`src/rtl/height_history_writer.sv`:
```
// height_history_writer
//   Accepts clamped height samples over valid/ready, holds the newest one and
//   shifts it into a 10-deep history on the next vblank rising edge, so the
//   display never changes mid-frame.
//   Optional build macro: HIST_DEDUP_EN -- a commit whose value equals the
//   current hist_0 is suppressed (no shift, count unchanged).
//
//   state   | meaning
//   --------+----------------------------------------------------------
//   IDLE    | no sample held; waiting for an accepted sample
//   PENDING | a sample is held; committed at the next vblank rise
module height_history_writer #(
  parameter int MAX_HEIGHT = 99
) (
  input  logic       clk,
  input  logic       reset_n,
  input  logic       sample_valid,
  input  logic [7:0] sample_height,
  output logic       sample_ready,
  input  logic       vblank,
  input  logic       clear,
  output logic [7:0] hist_0,
  output logic [7:0] hist_1,
  output logic [7:0] hist_2,
  output logic [7:0] hist_3,
  output logic [7:0] hist_4,
  output logic [7:0] hist_5,
  output logic [7:0] hist_6,
  output logic [7:0] hist_7,
  output logic [7:0] hist_8,
  output logic [7:0] hist_9,
  output logic [3:0] count,
  output logic       drop
);

  localparam int          HIST_DEPTH = 10;
  localparam logic [7:0]  MAX_H      = MAX_HEIGHT[7:0];
  localparam logic [3:0]  COUNT_MAX  = 4'd10;

  typedef enum logic [0:0] {IDLE = 1'b0, PENDING = 1'b1} state_t;

  state_t     state_q, state_d;
  logic       vblank_q;
  logic [7:0] pending_q;
  logic [7:0] hist_q [HIST_DEPTH];

  logic       accept;
  logic       vblank_rise;
  logic       commit;
  logic       shift_en;
  logic       drop_next;
  logic [7:0] clamped;

  // State register
  always_ff @(posedge clk) begin
    if (!reset_n) state_q <= IDLE;
    else          state_q <= state_d;
  end

  // Next-state logic; clear wins over everything else
  always_comb begin
    state_d = state_q;
    if (clear) begin
      state_d = IDLE;
    end else begin
      case (state_q)
        IDLE:    if (accept) state_d = PENDING;
        PENDING: if (vblank_rise && !accept) state_d = IDLE;
        default: state_d = IDLE;
      endcase
    end
  end

  // Output/control decode; ready depends only on clear since both states accept
  always_comb begin
    sample_ready = ~clear;
    accept       = sample_valid & ~clear;
    vblank_rise  = vblank & ~vblank_q;
    commit       = (state_q == PENDING) & vblank_rise & ~clear;
`ifdef HIST_DEDUP_EN
    shift_en     = commit & (pending_q != hist_q[0]);
`else
    shift_en     = commit;
`endif
    // A same-cycle commit consumes the old value, so that overwrite is not a drop
    drop_next    = accept & (state_q == PENDING) & ~vblank_rise;
    clamped      = (sample_height > MAX_H) ? MAX_H : sample_height;
  end

  // vblank edge detector and pending-sample register
  always_ff @(posedge clk) begin
    if (!reset_n) begin
      vblank_q  <= 1'b0;
      pending_q <= 8'd0;
    end else begin
      vblank_q <= vblank;
      if (clear)       pending_q <= 8'd0;
      else if (accept) pending_q <= clamped;
    end
  end

  // History shift register, saturating entry count and drop pulse
  always_ff @(posedge clk) begin
    if (!reset_n) begin
      for (int i = 0; i < HIST_DEPTH; i++) hist_q[i] <= 8'd0;
      count <= 4'd0;
      drop  <= 1'b0;
    end else begin
      drop <= drop_next;
      if (clear) begin
        for (int i = 0; i < HIST_DEPTH; i++) hist_q[i] <= 8'd0;
        count <= 4'd0;
      end else if (shift_en) begin
        for (int i = HIST_DEPTH - 1; i > 0; i--) hist_q[i] <= hist_q[i-1];
        hist_q[0] <= pending_q;
        if (count != COUNT_MAX) count <= count + 4'd1;
      end
    end
  end

  assign hist_0 = hist_q[0];
  assign hist_1 = hist_q[1];
  assign hist_2 = hist_q[2];
  assign hist_3 = hist_q[3];
  assign hist_4 = hist_q[4];
  assign hist_5 = hist_q[5];
  assign hist_6 = hist_q[6];
  assign hist_7 = hist_q[7];
  assign hist_8 = hist_q[8];
  assign hist_9 = hist_q[9];

endmodule

```
`config.mk`:
```
export PLATFORM = sky130hd
export DESIGN_NAME = height_history_writer
export DESIGN_NICKNAME = d
export VERILOG_FILES = /design/src/rtl/height_history_writer.sv
export SDC_FILE = /design/constraint.sdc
export NUM_CORES = 1
export LEC_CHECK = 0
export CAP_MARGIN = 10
export CORE_MARGIN = 1
export CORE_UTILIZATION = 45
export CTS_BUF_LIST = sky130_fd_sc_hd__clkbuf_4
export DETAILED_ROUTE_END_ITERATION = 8
export PLACE_DENSITY = 0.86
export SETUP_SLACK_MARGIN = 0.2
export SLEW_MARGIN = 20
export SYNTH_ARGS = -nofsm -noshare
export SYNTH_HDL_FRONTEND = slang
export SYNTH_SLANG_ARGS = --single-unit
```
`constraint.sdc`:
```
create_clock -name clk -period 2.7 [get_ports clk]
set_clock_uncertainty 0.2 [all_clocks]
set_input_delay 0.27 -clock clk [delete_from_list [all_inputs] [get_ports clk]]
set_output_delay 0.27 -clock clk [all_outputs]
set_load 0.01 [all_outputs]
```
Word-level counts from Yosys, hierarchy flattened
Memories as Yosys holds them, arrays and structs flattened.
Index checks and enable logic that the tools add are counted.
{"block": "classes", "addsub": 1, "order_cmp": 1, "n_eq_ne": 1, "n_mux": 32, "bitwise_logic": 31, "n_reduce_logical": 4}
{"operator": "$mux 8", "count": 21}
{"operator": "$or 1x1->1", "count": 20}
{"operator": "$mux 1", "count": 10}
{"operator": "$gt 8x7->1 const B", "count": 1}
{"operator": "$and 1x1->1", "count": 6}
{"operator": "$not 1->1", "count": 5}
{"operator": "$add 4x1->4 const B", "count": 1}
{"operator": "$ne 4x4->1 const B", "count": 1}
{"operator": "$pmux 1 s2", "count": 1}
{"operator": "$reduce_and 2->1", "count": 1}
{"operator": "$reduce_or 2->1", "count": 1}
{"operator": "$logic_and 1x1->1", "count": 1}
{"operator": "$logic_not 1->1", "count": 1}
{"block": "word_totals", "register_bits": 15, "ram_bits": 80, "inputBits": 13, "out_inout_bits": 86, "elab_cells": 76, "memories": 1}
{"name": "hist_q", "words": 10, "word_bits": 8, "rd": 10, "rd_ports_with_merged_regs": 0, "wr": 10, "line_no": "45", "rtl": "logic [7:0] hist_q [HIST_DEPTH];"}

Depth between registers and ports, before layout
Gate-level depths: netlist of the first run.
{"block": "depth", "ltp_word": 9, "mapped_depth": 6, "mapped_depth_nobuf": 5}

Least setup slack after synthesis of the first run
OpenSTA, ideal clock, no wires.
{"block": "synth_timing", "path_type": "register to register", "start": "reg vblank_q", "end": "mem hist_q[0][0], enable pin", "setup_time_ns": 0.432, "t_arrival_ns": 2.151, "t_required_ns": 2.068, "setup_slack_ns": -0.083, "path_stages_with_launch": 4, "n_path_buf": 1, "period_less_slack_ns": 2.783, "cell_sequence": "dfxtp_1 > nand3b_4 > buf_6 > nand2_1"}
{"element": "start: declaration", "line_no": "43", "rtl": "logic vblank_q;"}
{"element": "start signal: assignment", "line_no": "96", "rtl": "vblank_q <= vblank;"}
{"element": "end: declaration", "line_no": "45"}

==> results of run 1 <==
[Yosys cell counts, drive strengths merged]
cell type / n
nor2b: 1
or3: 3
nand2: 5
a32oi: 3
o21ai: 8
and3b: 1
nand2b: 1
nand4b: 1
a2111o: 1
inv: 7
clkbuf: 8
buf: 3
a21oi: 6
nand3b: 1
nor3: 1
or4: 1
edfxtp: 80
and2: 80
nor2: 8
o211ai: 1
ha: 2
dfxtp: 15
and2b: 1
a31oi: 3
[cell families after synthesis]
logic type	share of synthesized area, %
adder cells (fa/ha/maj)	0.693
AND/OR/NAND/NOR	18.2
AO/OA/AOI/OAI	3.71
buffers and inverters	2.53
flip-flops	74.9
[worst paths after layout]
check	start	to	slack, ps
worst max-delay path	clear	hist_q[3][2]	780
worst min-delay path	sample_height[0]	pending_q[0]	190
worst max register to register	state_q	hist_q[3][2]	930
worst min register to register	pending_q[7]	pending_q[7]	260
[area by class of cell]
type | instances | area, um^2
Multi-Input combinational cell | 128 | 822
Sequential cell | 95 | 2700
Tap cell | 102 | 128
Fill cell | 574 | 2910
Inverter | 7 | 26.3
Timing Repair Buffer | 100 | 1020
Clock buffer | 9 | 67.6
Clock inverter | 7 | 48.8
[flip-flops by register name (all words and copies together), names as in the netlist]
name and cells:
hist_q 80, state_q 1, pending_q 8, count 4, vblank_q 1, drop 1
[cell usage in the layout (no fill, tap or decap), types with 2 or more instances in the layout]
master	netlist	routed
sky130_fd_sc_hd__o21ai_0	8	8
sky130_fd_sc_hd__ha_1	2	2
sky130_fd_sc_hd__clkdlybuf4s50_1	0	98
sky130_fd_sc_hd__a32oi_1	3	3
sky130_fd_sc_hd__or3_1	3	3
sky130_fd_sc_hd__edfxtp_1	80	80
sky130_fd_sc_hd__nor2_1	7	7
sky130_fd_sc_hd__clkbuf_4	0	9
sky130_fd_sc_hd__inv_1	7	7
sky130_fd_sc_hd__clkinv_2	0	2
sky130_fd_sc_hd__a31oi_1	3	3
sky130_fd_sc_hd__buf_12	0	2
sky130_fd_sc_hd__a21oi_1	6	6
sky130_fd_sc_hd__nand2_1	5	4
sky130_fd_sc_hd__and2_1	79	79
sky130_fd_sc_hd__dfxtp_1	15	15
sky130_fd_sc_hd__clkinvlp_4	0	4
[worst min-delay path: cells and delay by family]
| family | cells | cell delay (ps) |
|---|---|---|
| buffers and inverters | 2 | 440 |
| AOI/OAI and AO/OA | 1 | 60 |
[stage by stage]
| step | hold slack [ps] | area (um^2) | setup slack [ps] | total power (uW) | instances |
|---|---|---|---|---|---|
| floorplan | 206 | 3610 | 608 | 1780 | 241 |
| global placement | 232 | 4700 | 416 | 1930 | 432 |
| detailed placement | 240 | 4700 | 323 | 1930 | 432 |
| CTS | 162 | 4820 | 760 | 2580 | 448 |
| global route | 200 | 4820 | 678 | 2650 | 448 |
| finish | 191 | 4820 | 782 | 2550 | 448 |
[per-layer routing]
layer | share of wire, % | wire length [um] | track usage [%]
met5 | 0 | 0 | 0
met4 | 1.4 | 91 | 6.88
met3 | 9.6 | 609 | 5.03
met2 | 47 | 2980 | 24.7
met1 | 42 | 2660 | 20.0
[power by group through the flow]
stage / clock network [uW] / registers, uW / logic, uW
6_report: 648 / 1670 / 224
2_1_floorplan: 0 / 1730 / 45.3
3_5_place_dp: 0 / 1710 / 226
5_1_grt: 724 / 1680 / 237
4_1_cts: 673 / 1680 / 226
3_3_place_gp: 0 / 1710 / 221
==> results.md, run 1 <==
Logic synthesis:
- By area the synthesized netlist is led by sky130_fd_sc_hd__edfxtp_1 67%, sky130_fd_sc_hd__and2_1 14%, sky130_fd_sc_hd__dfxtp_1 8.3%.
- The post-synthesis cell count is around 240.
- The count of state elements after synthesis is 95.
- The top cell type's share of synthesized area is between 60% and 70%.
- sky130_fd_sc_hd__edfxtp_1 takes more of the synthesized area than any other cell.
- The count of yosys warnings during synthesis is 0.
- Summing every instance area after synthesis gives 3610 um^2.
- Synthesis produced a netlist with a net count of around 260.
- The per-instance average area after synthesis is 15.0 um^2.
- The share of the yosys chip area belonging to registers is 74.9%.
- After synthesis, the netlist uses 27 different library cells.

Setup path:
- The category of the worst setup path capture point is a flip-flop.
- The start-to-end type of the worst setup path is input port to flip-flop.
- For this run, the slowest stage of the critical path takes 660 ps.
- Data arrives at the worst endpoint at around 2000 ps.
- The number of buffers and inverters on the critical path is 1.
- The worst register-to-register path has a depth of 3.
- The largest individual stage delay along the critical path comes from the cell sky130_fd_sc_hd__nor2_8.
- The largest delay contributor family on the critical path is simple AND/OR/NAND/NOR gates.
- Walking the worst path, the cells encountered are clkdlybuf4s50_1 > nand2b_1 > nor2_8 > and2_1.
- In this run the number of cells on the critical path is 4.
- The maximum fanout along the worst path is 79.
- The data required time of the worst path is about 2800 ps.
- STA classifies the critical path startpoint as an input port.

Final layout:
- The signed area change from the synthesized netlist to the final layout is 33.5%.
- The post-route netlist has 6.36% of its cells at a drive strength greater than 1.
- At the end of the flow, the number of nets in the layout was approximately 360.
- The repair_antennas step left the layout with diodes totalling 0.
- For this run, the share of the core covered by cells in the final layout is 62.3%.

Power and ir drop:
- Combinational cells account for 8.8% of the total power.
- The net switching power is 590 uW.
- VDD sags by at most ~320 uV.
- In this run, the clock network consumes 25.5% of the power.
- The leakage power summed over all cells is around 0.0018 uW.
- Net switching is between 20% and 30% of the power.
- Registers are responsible for 65.8% of the overall power.
- The internal power of the cells totals slightly below 2000 uW.
- In this run the power density over the cells is ~530 nW/um^2.

Route:
- The number of detailed-routing iterations run before antenna repair is 4.
- The total via count in the routed design is roughly 2200.
- The count of nets left with antenna violations after detail routing is 0.
- Dividing the detail-routed wire length by the instance count gives 14.2 um.
- After detailed routing, the number of remaining DRC violations is 0.
- The detailed router's first-iteration violation count is about 130.
- After detailed routing, the total wire length is approximately 6300 um.
- The average via count per standard cell is 4.84.

STA:
- After layout, the worst path uses between 70% and 80% of the clock period.
- The timing-limited maximum frequency is roughly 0.52 GHz.
- The final number of max-transition violations came to 0.
- In the final timing run, aggregate negative setup slack is 0 ps.
- Setup repair after global routing left no endpoint under its margin.
- The total of endpoints with negative setup slack in the final report is 0.
- The hold violation total from the final report is 0.
- The transition at the pin with the smallest max-transition slack is 703 ps.
- The max-slew headroom at the worst pin is 53.1%.
- The final critical-path required period is 1920 ps.

Clock network:
- Clock-pin slew was measured on the worst setup and hold paths at approximately 140 ps.
- The number of buffers inserted by post-CTS setup repair is 0.
- Counting every sink on the clock net gives 95.
- Buffers inserted to repair hold after CTS numbered 0.
- The clock passes through at most 2 buffers.
- The H-tree depth reported by CTS is 3.
- CTS placed an instance of sky130_fd_sc_hd__clkbuf_4 at the clock tree root.
- In this run, CTS created clock tree buffers numbering 9.
- The post-CTS resize count is 0.
- The clock latency on the worst-skew pair is between 400 and 500 ps.
- The clock tree from TritonCTS is built.

Global routing:
- The number of global-route vias before repair is ~2000.
- The number of antenna violations at the first check in global routing came to 0.
- The first-pass GRT wire length is 10100 um.
- The overall track demand over capacity in global routing is around 16%.
- The maximum number of pins on one net before global-route repair is 80.
- The global-route congestion overflow total is 0.

Floorplanning:
- For this configuration, the core starts out at a cell density of ~47%.
- The die covers around 8400 um^2.
- The standard-cell row count is 32.
- The core box area is roughly 7700 um^2.
- From left edge to right edge, the die measures ~90 um.
- The number of top-level design ports is 99.
- The die boundary height is 91.5 um.

Run status:
- The flow ran to the end, and the final reports show no timing, DRC or antenna violations.

Worst hold path:
- The tightest min-delay check is of the input port to flip-flop type.
- The number of stages on the worst hold path is 3.

Place:
- Detailed placement ended at an HPWL of ~4400 um.
- Input and output buffers added on the ports amount to slightly below 100.
- The congestion estimate from routability-driven global placement came to approximately 0.82.

Run:
- Across the run, the number of max-cap violations was 0.
No activity file was read; power rests on OpenSTA's default activity.
==> inputs of run 2 (changes only) <==
clock period = 1.6 ns   (was 2.7 ns; I/O delays follow)
==> run 2 against run 1 <==
Compared with the run above:
- first-iteration DRC count decreased by 63%
- critical path depth increased by 1
- worst hold slack got worse by 88 ps
- total power increased by 76%
- wire length increased by 26%
- non-clock buffer count increased by 51
- design area increased by 9.0%
- combinational power increased by 100%
- sequential share of layout area decreased by 4.5 points
==> results.md, run 2 (synthesis results as in run 1) <==
Run status:
- The flow ran to the end, and the final reports show no timing, DRC or antenna violations.

Floorplanning:
- The die boundary height is 91.5 um (unchanged).
- The die boundary width is 91.5 um (unchanged).
- The initial core utilization came to 46.7% (unchanged).
- The standard-cell row count is 32 (unchanged).
- The number of top-level design ports is 99 (unchanged).
- The area of the die is 8380 um^2 (unchanged).
- The core box area came to 7730 um^2 (unchanged).

Final layout:
- The largest register by flop count is hist_q.
- The number of flip-flops under the largest register name came to 80 (unchanged).
- In the layout the commonest cells are 80 x sky130_fd_sc_hd__edfxtp_1, 75 x sky130_fd_sc_hd__buf_2, 50 x sky130_fd_sc_hd__and2_1.
- The number of nets in the final layout is 412 (+16%).
- The largest registers in the layout are hist_q: 80 flops, pending_q: 8 flops, count: 4 flops.
- The share of the core filled with cells is 67.9% (+5.6 points).
- Leaving out fill and tap cells, the most frequent cell in the layout is sky130_fd_sc_hd__edfxtp_1.
- From synthesis to final layout, the design area changed by 45.5%.
- The ratio of cells with drive above 1 in the final layout is 51.5% (+45 points).
- The count of antenna diodes in the layout is 0 (unchanged).

Setup path:
- The category of the worst setup path capture point is a flip-flop.
- The largest stage delay on the critical path is 370 ps (-290 ps).
- The data required time of the worst path was 1740 ps (-1050 ps).
- Walking the worst path, the cells encountered are nand3b_4 > buf_8 > buf_12 > or3_1 > a21oi_2.
- The reg-to-reg setup timing slack is 8 ps (-920 ps).
- The buffering stage count on the worst path with inverters included came to 2 (+1).
- The largest individual stage delay along the critical path comes from the cell sky130_fd_sc_hd__or3_1.
- The endpoint arrival time on the critical path is 1730 ps (-280 ps).
- The start-to-end type of the worst setup path is flip-flop to flip-flop.
- The length in cells of the worst reg-to-reg path is 5 (+2).
- The source of the worst register-to-register timing path is vblank_q.
- The maximum fanout along the worst path is 6 (-92%).
- The type of origin of the critical path is a flip-flop.
- The largest delay contributor family on the critical path is simple AND/OR/NAND/NOR gates.
- The critical register-to-register path endpoint is count[0].

Worst hold path:
- The path with the worst hold slack has its endpoint at pending_q[0].
- The number of stages on the worst hold path is 3 (unchanged).
- The beginning of the worst hold path is sample_height[0].
- The tightest min-delay check is of the input port to flip-flop type.

Route:
- The average via count per standard cell is 4.89 (+1.1%).
- The detailed router's first-iteration violation count is 47 (-63%).
- The post-detailed-route wirelength per cell was 15.9 um (+12%).
- The final routed DRC violation total is 0 (unchanged).
- The count of nets left with antenna violations after detail routing is 0 (unchanged).
- The number of detailed-routing iterations run before antenna repair is 5 (+1).
- The routed wire length is 8000 um (+26%).
- The total via count in the routed design is 2467 (+14%).

Place:
- The placed wire-length estimate came to 4490 um (+2.6%).
- The final weighted congestion of routability-driven global placement is 0.748 (-9.2%).
- The number of buffers inserted by port buffering is 98 (unchanged).

Global routing:
- The maximum number of pins on one net before global-route repair is 41 (-49%).
- The number of antenna violations at the first check in global routing was 0 (unchanged).
- The overall track demand over capacity in global routing was 18.4% (+2.7 points).
- The number of global-route vias before repair is 2307 (+12%).
- The first-pass GRT wire length is 11800 um (+17%).
- The global-route congestion overflow total is 0 (unchanged).

STA:
- The final number of max-transition violations is 0 (unchanged).
- The post-route fraction of the period consumed by the critical path is between 90% and 100%.
- The hold violation total from the final report is 0 (unchanged).
- Setup repair after global routing could not meet its margin everywhere.
- The max-slew headroom at the worst pin is 67.7% (+15 points).
- The total of endpoints with negative setup slack in the final report came to 0 (unchanged).
- The timing-limited maximum frequency is between 0.6 and 0.7 GHz.
- The transition at the pin with the smallest max-transition slack is 484 ps (-219 ps).
- The final critical-path required period is approximately 1600 ps.
- The summed negative setup slack over all endpoints is 0 ps (unchanged).

Clock network:
- The total clock buffers created by CTS is 9 (unchanged).
- The H-tree depth reported by CTS is 3 (unchanged).
- The worst-case clock buffer depth came to 2 (unchanged).
- The library cell used as clock root buffer is sky130_fd_sc_hd__clkbuf_4.
- The number of sinks on the clock net is 95 (unchanged).
- The clock tree from TritonCTS is built.
- The clock-pin slew reported for the worst setup and hold paths after clock tree synthesis was 140 ps (about the same).
- The clock latency on the worst-skew pair is 410 ps (about the same).
- The number of hold buffers added after CTS was 0 (unchanged).

Power and ir drop:
- The power density of the placed cells is 854 nW/um^2 (+61%).
- The maximum resistive drop on vdd is 531 uV (+64%).
- The leakage power summed over all cells is 0.00239 uW (+30%).

Run:
- The max-capacitance violation count is 0 (unchanged).
## run 2: cell count changes in the layout (fill, tap and decap cells not counted), moves of 4 or more
cell	change
sky130_fd_sc_hd__clkdlybuf4s50_1	-86
sky130_fd_sc_hd__buf_2	+75
sky130_fd_sc_hd__and2_1	-29
sky130_fd_sc_hd__and2_4	+29
sky130_fd_sc_hd__buf_4	+28
sky130_fd_sc_hd__buf_6	+13
sky130_fd_sc_hd__clkbuf_2	+7
sky130_fd_sc_hd__buf_16	+6
sky130_fd_sc_hd__dfxtp_1	-6
sky130_fd_sc_hd__dfxtp_2	+5
sky130_fd_sc_hd__nor2_4	+5
sky130_fd_sc_hd__clkinvlp_4	-4
## run 2: repair_timing
action                                  in CTS  in global routing
buffers inserted                            29                  5
gates cloned                                 7                  5
endpoints found under the setup margin     249                187
gates resized for setup                    344                 71
pin swaps                                    7                 27
## run 2: through the flow
step	hold WS (ps)	instance area [um^2]	setup WS, ps	total power [uW]	cells
finish	103	5250	8.01	4480	504
floorplan	96.2	3630	97.5	3000	241
global route	89.9	5250	-26.9	4630	504
global placement	231	4800	-390	3270	442
detailed placement	240	4800	-424	3280	442
CTS	94.8	5000	47.7	4460	494
## run 2: worst max path at each step
stage	start	endpoint	slack (ps)	cells past startpoint
2_1_floorplan	vblank_q	hist_q[0][0]	100	3
3_3_place_gp	clear	hist_q[8][2]	-390	4
3_5_place_dp	clear	hist_q[5][3]	-420	4
4_1_cts	count[1]	count[1]	50	2
5_1_grt	vblank_q	count[0]	-30	5
6_report	vblank_q	count[0]	8	5
## run 2: per-layer routing
metal / vias to the layer above / wire [um] / part of all wire, % / GRT usage, %
li1: 1171 / - / - / -
met1: 1191 / 3380 / 42 / 23.7
met2: 95 / 3910 / 49 / 30.6
met3: 10 / 620 / 7.7 / 4.77
met4: 0 / 91 / 1.1 / 5.69
met5: - / 0 / 0 / 0
## run 2: cell type report
| cell class | instances | area, um^2 |
|---|---|---|
| Fill cell | 556 | 2480 |
| Sequential cell | 95 | 2710 |
| Tap cell | 102 | 128 |
| Inverter | 7 | 28.8 |
| Clock inverter | 6 | 51.3 |
| Multi-Input combinational cell | 133 | 1020 |
| Timing Repair Buffer | 151 | 1240 |
| Clock buffer | 10 | 75.1 |
## run 2: power breakdown
| part | switching [uW] | internal, uW | leakage, uW |
|---|---|---|---|
| Clock | 726 | 476 | 0.0000727 |
| Combinational | 219 | 238 | 0.00129 |
| Sequential | 49.4 | 2770 | 0.00102 |
## run 2: worst min-delay path: stages
cell,delay (ps)
sky130_fd_sc_hd__clkdlybuf4s50_1,390
sky130_fd_sc_hd__inv_1,50
sky130_fd_sc_hd__a31oi_1,80
